<file path="src/rtl/hwag_div_sched.sv">
// Shared division scheduler: per-requester request latch, round-robin grant
// and a single iterative restoring divider producing registered quotients.
module hwag_div_sched #(
  parameter int WIDTH = 24,
  parameter int NREQ  = 4,
  parameter int IDW   = 2
) (
  input  logic                  clk,
  input  logic                  rst,
  input  logic                  ena,
  input  logic [NREQ-1:0]       req,
  input  logic [NREQ*WIDTH-1:0] dividend,
  input  logic [WIDTH-1:0]      divider,
  output logic [NREQ*WIDTH-1:0] result,
  output logic [NREQ-1:0]       done,
  output logic                  err_dz,
  output logic                  busy,
  output logic [IDW-1:0]        gnt_id
);

  localparam int CW = (WIDTH > 1) ? $clog2(WIDTH) : 1;

  typedef enum logic [1:0] {IDLE, DIV, DONE} state_t;

  state_t           state, state_next;
  logic [NREQ-1:0]  pending, grant_mask;
  logic [IDW-1:0]   ptr, grant_id, idx;
  logic             found, do_grant, div_zero, qbit;
  logic [WIDTH-1:0] dvd, dsr, quo, rem, rem_next, quo_next;
  logic [WIDTH:0]   rem_shift, diff;
  logic [CW-1:0]    cnt;

  assign do_grant = (state == IDLE) && ena && (|pending);
  assign div_zero = (divider == '0);
  assign busy     = (state != IDLE);

  // Round-robin scan starting just after the last granted requester.
  always_comb begin
    grant_id   = ptr;
    grant_mask = '0;
    found      = 1'b0;
    idx        = '0;
    for (int k = 1; k <= NREQ; k++) begin
      idx = IDW'((int'(ptr) + k) % NREQ);
      if (!found && pending[idx]) begin
        found    = 1'b1;
        grant_id = idx;
      end
    end
    if (do_grant) grant_mask[grant_id] = 1'b1;
  end

  // One restoring step; the extra remainder bit keeps the quotient exact for any divisor.
  always_comb begin
    rem_shift = {rem, dvd[WIDTH-1]};
    diff      = rem_shift - {1'b0, dsr};
    qbit      = ~diff[WIDTH];
    rem_next  = qbit ? diff[WIDTH-1:0] : rem_shift[WIDTH-1:0];
    quo_next  = {quo[WIDTH-2:0], qbit};
  end

  always_comb begin
    state_next = state;
    case (state)
      IDLE: if (do_grant) state_next = div_zero ? DONE : DIV;
      DIV:  if (cnt == '0) state_next = DONE;
      DONE: state_next = IDLE;
      default: state_next = IDLE;
    endcase
  end

  always_ff @(posedge clk or negedge rst) begin
    if (!rst) state <= IDLE;
    else      state <= state_next;
  end

  always_ff @(posedge clk or negedge rst) begin
    if (!rst) begin
      pending <= '0;
      ptr     <= IDW'(NREQ - 1);
      gnt_id  <= '0;
      result  <= '0;
      done    <= '0;
      err_dz  <= 1'b0;
      dvd     <= '0;
      dsr     <= '0;
      quo     <= '0;
      rem     <= '0;
      cnt     <= '0;
    end else begin
      done   <= '0;
      err_dz <= 1'b0;
      // A request on the grant edge re-arms the requester for another division.
      if (!ena) pending <= '0;
      else      pending <= (pending & ~grant_mask) | req;
      case (state)
        IDLE: begin
          if (do_grant) begin
            ptr    <= grant_id;
            gnt_id <= grant_id;
            if (div_zero) begin
              result[int'(grant_id)*WIDTH +: WIDTH] <= '1;
              done[grant_id] <= 1'b1;
              err_dz         <= 1'b1;
            end else begin
              dvd <= dividend[int'(grant_id)*WIDTH +: WIDTH];
              dsr <= divider;
              quo <= '0;
              rem <= '0;
              cnt <= CW'(WIDTH - 1);
            end
          end
        end
        DIV: begin
          dvd <= {dvd[WIDTH-2:0], 1'b0};
          rem <= rem_next;
          quo <= quo_next;
          cnt <= cnt - 1'b1;
          if (cnt == '0) begin
            result[int'(gnt_id)*WIDTH +: WIDTH] <= quo_next;
            done[gnt_id] <= 1'b1;
          end
        end
        default: ;
      endcase
    end
  end

endmodule
</file>
<file path="config.mk">
export PLATFORM = sky130hd
export DESIGN_NAME = hwag_div_sched
export DESIGN_NICKNAME = d
export VERILOG_FILES = /design/src/rtl/hwag_div_sched.sv
export SDC_FILE = /design/constraint.sdc
export NUM_CORES = 1
export LEC_CHECK = 0
export BUFFER_PORTS_ARGS = -buffer_cell sky130_fd_sc_hd__buf_4
export CORE_UTILIZATION = 45
export DETAILED_ROUTE_END_ITERATION = 10
export GPL_ROUTABILITY_DRIVEN = 1
export PLACE_DENSITY = 0.77
export SLEW_MARGIN = 20
export SYNTH_ARGS = -nofsm -noshare
export SYNTH_HDL_FRONTEND = slang
export SYNTH_SLANG_ARGS = --single-unit
</file>
<file path="constraint.sdc">
create_clock -name clk -period 4.1 [get_ports clk]
set_input_delay 1.23 -clock clk [delete_from_list [all_inputs] [get_ports clk]]
set_output_delay 1.23 -clock clk [all_outputs]
set_load 0.1 [all_outputs]
</file>
### Yosys cells after proc, flatten, opt, wreduce, memory -nomap -nowiden

Index checks and enable logic that the tools add are counted.

| storage, ports and cells | value |
|---|---|
| output and inout bits | 104 |
| register bits after elaboration | 211 |
| logic and storage cells | 115 |

| operators by class | value |
|---|---|
| multiply operators | 2 |
| muxes and demuxes | 49 |
| reductions and logical operators | 21 |
| shifts and indexed selects | 5 |
| equality and inequality tests | 5 |
| $lt $le $gt $ge | 8 |
| bitwise gates (word level) | 5 |
| $add $sub $neg | 8 |

Operators by type and width:

| kind | count |
|---|---|
| two-way mux 96 bit | 3 |
| bitwise mux 96 bit | 2 |
| one-hot mux 96 bit (2 select lines) | 1 |
| variable shift 24 x 33 -> 96 bit, first input constant | 2 |
| two-way mux 24 bit | 5 |
| one-hot mux 24 bit (2 select lines) | 2 |
| variable part select 24 x 33 -> 96 bit | 1 |
| variable part select 24 x 33 -> 96 bit, first input constant | 1 |
| variable part select 96 x 8 -> 24 bit | 1 |
| one-hot mux 23 bit (2 select lines) | 1 |
| negation 32 -> 33 bit | 1 |
| negation 7 -> 33 bit | 1 |
| subtractor 25 x 24 -> 25 bit | 1 |
| logical NOT 24 bit | 1 |
| two-way mux 4 bit | 5 |
| less-than comparator 2 x 3 -> 1 bit, second input constant | 6 |
| two-way mux 2 bit | 7 |
| two-way mux 1 bit | 12 |
| two-way mux 5 bit | 2 |
| one-hot mux 5 bit (2 select lines) | 1 |
| binary-select mux 1 bit (select 2 bit) | 4 |
| multiplier 2 x 2 -> 4 bit, second input constant | 2 |
| inequality test 2 bit, second input constant | 4 |
| one-hot mux 4 bit (2 select lines) | 1 |
| other kinds (20) | 36 |

### Longest topological paths before layout

| logic depth | value |
|---|---|
| word-level depth | 22 |
| depth in mapped cells | 12 |
| gate-level depth less buffers | 11 |

### Least setup slack after synthesis

No wires, ideal clock.

| path | value |
|---|---|
| kind | reg-to-reg |
| start point | register gnt_id[0] |
| end point | register result[91] |
| path slack | 0.764 ns |
| arrival time | 3.258 ns |
| library setup time | 0.077 ns |
| clock period less this slack | 3.336 ns |
| stages on the path, launching flop included | 11 |
| cells stage by stage | dfrtp_1 clkbuf_1 inv_2 clkbuf_1 ha_1 clkbuf_1 clkbuf_1 nand2_1 a311oi_1 a21oi_1 a21oi_1 |

| between the ends | value |
|---|---|
| word-level cells in the longest chain between the ends | 6 |

Ends and longest elaborated chain:

| what | line | text |
|---|---|---|
| from (decl) | 18 | `output logic [IDW-1:0] gnt_id` |
| from (signal assigned) | 100 | `gnt_id <= grant_id;` |
| multiplier 2 x 2 -> 4 bit * | 120 | `result[int'(gnt_id)*WIDTH +: WIDTH] <= quo_next;` |
| negation 7 -> 33 bit * | 120 |  |
| variable part select 24 x 33 -> 96 bit or variable shift 24 x 33 -> 96 bit (tied branches) | 120 |  |
| bitwise mux 96 bit * | 120 |  |
| two-way mux 96 bit * | 119 | `if (cnt == '0) begin` |
| one-hot mux 96 bit (2 select lines) * | 96 | `case (state)` |
| to (signal, indexed assignment) | 120 |  |
| to (decl) | 14 | `output logic [NREQ*WIDTH-1:0] result,` |

Mark *: on every way between the ends. The rest lies on a longest branch, timed or not. The select of a mux whose other input is x is not followed.
A chain may end at the register's enable or synchronous reset.

### Final worst setup path

| path | value |
|---|---|
| start point | register dvd[23] |
| end point | register rem[6] |

| between the ends | value |
|---|---|
| word-level cells in the longest chain between the ends | 3 |

Ends and longest elaborated chain:

| what | line | text |
|---|---|---|
| from (decl) | 29 | `logic [WIDTH-1:0] dvd, dsr, quo, rem, rem_next, quo_next;` |
| from (signal assigned) | 106 | `dvd <= dividend[int'(grant_id)*WIDTH +: WIDTH];` |
| from (signal assigned) | 115 | `dvd <= {dvd[WIDTH-2:0], 1'b0};` |
| subtractor 25 x 24 -> 25 bit | 56 | `diff = rem_shift - {1'b0, dsr};` |
| two-way mux 24 bit | 58 | `rem_next = qbit ? diff[WIDTH-1:0] : rem_shift[WIDTH-1:0];` |
| one-hot mux 24 bit (2 select lines) | 96 |  |
| to (signal assigned) | 116 | `rem <= rem_next;` |
| to (decl) | 29 |  |

Every way passes these cells.

==> summary.md <==
| Metric | Value |
|---|---|
| CP startpoint kind | `register` |
| Pre-CTS setup slack | `0.537 ns` |
| Clock sinks | `211` |
| Worst stage delay on the critical path | `0.41 ns` |
| Final min period | `3.36 ns` |
| Wirelength per Cell | `18.1 µm` |
| Clk pin slew, worst setup/hold paths | `0.06 ns` |
| CTS tree | `built` |
| Mapped Nets | `1483` |
| Placed instance count | `1814` |
| Max-slew headroom | `26.9%` |
| Gpl congestion | `0.907` |
| Nets@finish | `1671` |
| Post-synthesis compound-gate area fraction | `21.0%` |
| Initial Utilization | `46.3%` |
| Crit. End Element | `register` |
| Worst-Skew Late Latency | `0.54 ns` |
| Share of layout cells above drive strength 1 | `23.5%` |
| Core ar. | `25500 µm²` |
| Die X | `164 µm` |
| Post-CTS setup buffers | `0` |
| Simple logic cell fraction of the synthesized area | `16.4%` |
| GR Util All Layers | `25.3%` |
| CP Cell Sequence | `inv_1 > ha_1 > fa_1 > nand2b_1 > a211oi_1 > o41ai_4 > o221ai_2 > mux2_4 > nor2_8 > buf_12 > mux2i_1 > o21ai_1` |
| Final ANT Viol Nets | `0` |
| Initial drt markers | `1057` |
| Vias in the first global route | `10200` |
| PostCTS Resize Cnt | `0` |
| Die Ht | `164 µm` |
| Detailed placement HPWL | `23700 µm` |
| Via count | `10600` |
| Syn Inst Count | `1322` |
| Post-Synth XOR/XNOR Area | `1.71%` |
| Max-slew violation count | `0` |
| Root Driver | `clkbuf_16` |
| Final WS setup | `0.742 ns` |
| # diodes | `0` |
| Largest net degree at the start of global routing | `97` |
| Status | `finished, final reports clean` |
| Port bufs | `230` |
| Worst-path maximum fanout | `18` |
| Adder-cell share of the synthesized area | `3.67%` |
| Grt ovf | `0` |
| Hold endpoint | `dvd[3]$_DFFE_PN0P_` |
| Post-route insts no fill | `1857` |
| Hold depth | `2` |
| Async S/R FF share, synth | `100%` |
| EDFF count, synth | `0` |
| Routed wire length | `33700 µm` |
| Global-route wire length before repair | `53700 µm` |
| Final period utilization | `81.9%` |
| CTS buffer count | `24` |
| Average size of a mapped cell | `8.92 µm²` |
| RSZ-0062 raised after global routing | `false` |
| Final hold violations | `0` |
| Sequential share of the synthesized area | `44.8%` |
| Die footprint | `26900 µm²` |
| Setup tns final | `0 ns` |
| Ports | `231` |
| Internal reg-to-reg setup slack | `0.74 ns` |
| Synth area leaders | `dfrtp_1 44%, a21oi_1 6.5%, nand2_1 6.0%` |
| Initial antenna violation count | `0` |
| Reg2reg end | `rem[6]$_DFFE_PN0P_` |
| CTS Buffer Depth | `3` |
| Synth cell types | `68` |
| # setup viols final | `0` |
| Worst Hold Class | `reg -> reg` |
| Synthesized cell area | `11800 µm²` |
| Worst-Margin Slew | `1.09 ns` |
| Number of vias per cell | `5.73` |
| FF+latch count, synth | `211` |
| Area growth syn-to-layout | `24.5%` |
| Crit-path leading delay family | `compound AO/OA/AOI/OAI gates` |
| DRC | `0` |
| MaxCap Viol Count | `0` |
| Reg-to-reg startpoint | `dvd[23]$_DFFE_PN0P_` |
| R2r worst-path depth | `12` |
| Yosys top cell area share | `44.4%` |
| Most used DFF post-synth | `dfrtp_1` |
| Peak Freq | `298 MHz` |
| Worst Path Buf+Inv | `2` |
| Final clock skew | `0.0233 ns` |
| Kind of critical path | `reg -> reg` |
| Area leader, netlist | `dfrtp_1` |
| Hold_buf cts | `0` |
| Worst hold margin | `0.501 ns` |
| Mux contribution to synthesized area | `7.56%` |
| Largest family of logic cells by synthesized area | `compound AO/OA/AOI/OAI gates` |
| WP data required | `4.49 ns` |
| Min-delay src | `dvd[3]$_DFFE_PN0P_` |
| Arr. time, crit path | `3.74 ns` |
| CP max stage cell | `fa_1` |
| Core Rows | `58` |
| DRT Pass-1 Iters | `7` |
| Ys Warns | `0` |
| CTS HTree Levels | `1` |
through the flow:
step | utilization (%) | area (µm²)
floorplan | - | 11800
global placement | 54.3 | 13800
detailed placement | 54.3 | 13800
CTS | 57.6 | 14700
global route | 57.6 | 14700
finish | 57.6 | 14700
synthesized netlist by cell type (10+ instances only):
| library cell | n |
|---|---|
| dfrtp_1 | 209 |
| o21ai_0 | 115 |
| a31oi_1 | 11 |
| nand3_1 | 21 |
| mux4_2 | 23 |
| o21ai_1 | 18 |
| buf_2 | 11 |
| a22oi_1 | 25 |
| clkbuf_1 | 70 |
| nand2_1 | 189 |
| a211oi_1 | 10 |
| a21oi_1 | 154 |
| nor2_1 | 129 |
| nor3_1 | 49 |
| inv_1 | 44 |
| mux2i_1 | 29 |
| xnor2_1 | 14 |
| ha_1 | 33 |
| nor2b_1 | 15 |
| nor4_1 | 10 |
cell usage in the layout (no fill, tap or decap), types with 9 or more instances in the layout:
cell type | synthesis | final
a22oi_1 | 25 | 25
o21ai_0 | 115 | 115
inv_1 | 44 | 44
a21oi_1 | 154 | 154
nor2_1 | 129 | 128
xnor2_1 | 14 | 14
a31oi_1 | 11 | 11
nand2_1 | 189 | 189
nand3_1 | 21 | 21
ha_1 | 33 | 33
nor3_1 | 49 | 48
o21ai_1 | 18 | 17
mux4_2 | 23 | 23
dfrtp_1 | 209 | 208
nor2b_1 | 15 | 13
mux2i_1 | 29 | 29
a211oi_1 | 10 | 10
clkbuf_16 | 0 | 24
o31ai_1 | 9 | 9
buf_4 | 3 | 251
xor2_1 | 9 | 9
routing by layer:
metal	vias up	part of all wire, %	track usage, %
met1	5101	42	33.3
met5	-	0	0
met2	405	49	42.4
met3	67	5.7	3.36
li1	5070	-	-
met4	0	3.4	9.43
worst max path at each step:
stage / from / end / slack [ns] / cells after the start
finish: dvd[23]$_DFFE_PN0P_ / rem[6]$_DFFE_PN0P_ / 0.74 / 12
CTS: dvd[23]$_DFFE_PN0P_ / rem[14]$_DFFE_PN0P_ / 0.73 / 12
global placement: divider[12] / result[36]$_DFFE_PN0P_ / 0.63 / 9
detailed placement: divider[15] / result[42]$_DFFE_PN0P_ / 0.54 / 9
floorplan: gnt_id[0]$_DFFE_PN0P_ / result[91]$_DFFE_PN0P_ / 0.76 / 10
global route: dvd[23]$_DFFE_PN0P_ / rem[6]$_DFFE_PN0P_ / 0.54 / 12
sequential cells by signal (all words and copies together) (netlist names):
name	cells
dsr	24
err_dz	1
cnt	5
pending	4
result	96
gnt_id	2
done	4
quo	23
rem	24
ptr	2
dvd	24
state	2
logic make-up after synthesis:
family                   Yosys count
AND/OR/NAND/NOR                  445
AO/OA/AOI/OAI                    412
flip-flops                       211
buffers and inverters            138
multiplexers                      59
adder cells (fa/ha/maj)           34
XOR/XNOR                          23
worst register-to-register path, delay by kind of cell, from the launching register on:
kind,cells,cell delay [ns]
multiplexers,2,0.57
flip-flops,1,0.38
adder cells (fa/ha/maj),2,0.63
AND/OR/NAND/NOR,2,0.54
AO/OA/AOI/OAI,4,0.80
buffers and inverters,2,0.30
layout make-up:
type	instances	area, µm²
Fill cell	2253	10800
Tap cell	330	413
Timing Repair Buffer	255	1960
Sequential cell	211	5280
Inverter	45	169
Multi-Input combinational cell	973	6000
Clock buffer	31	687
Clock inverter	12	175
Power is left out: the tool's default activity adds up to more than one toggle a clock period on the data nets, which glitch-free logic cannot reach.
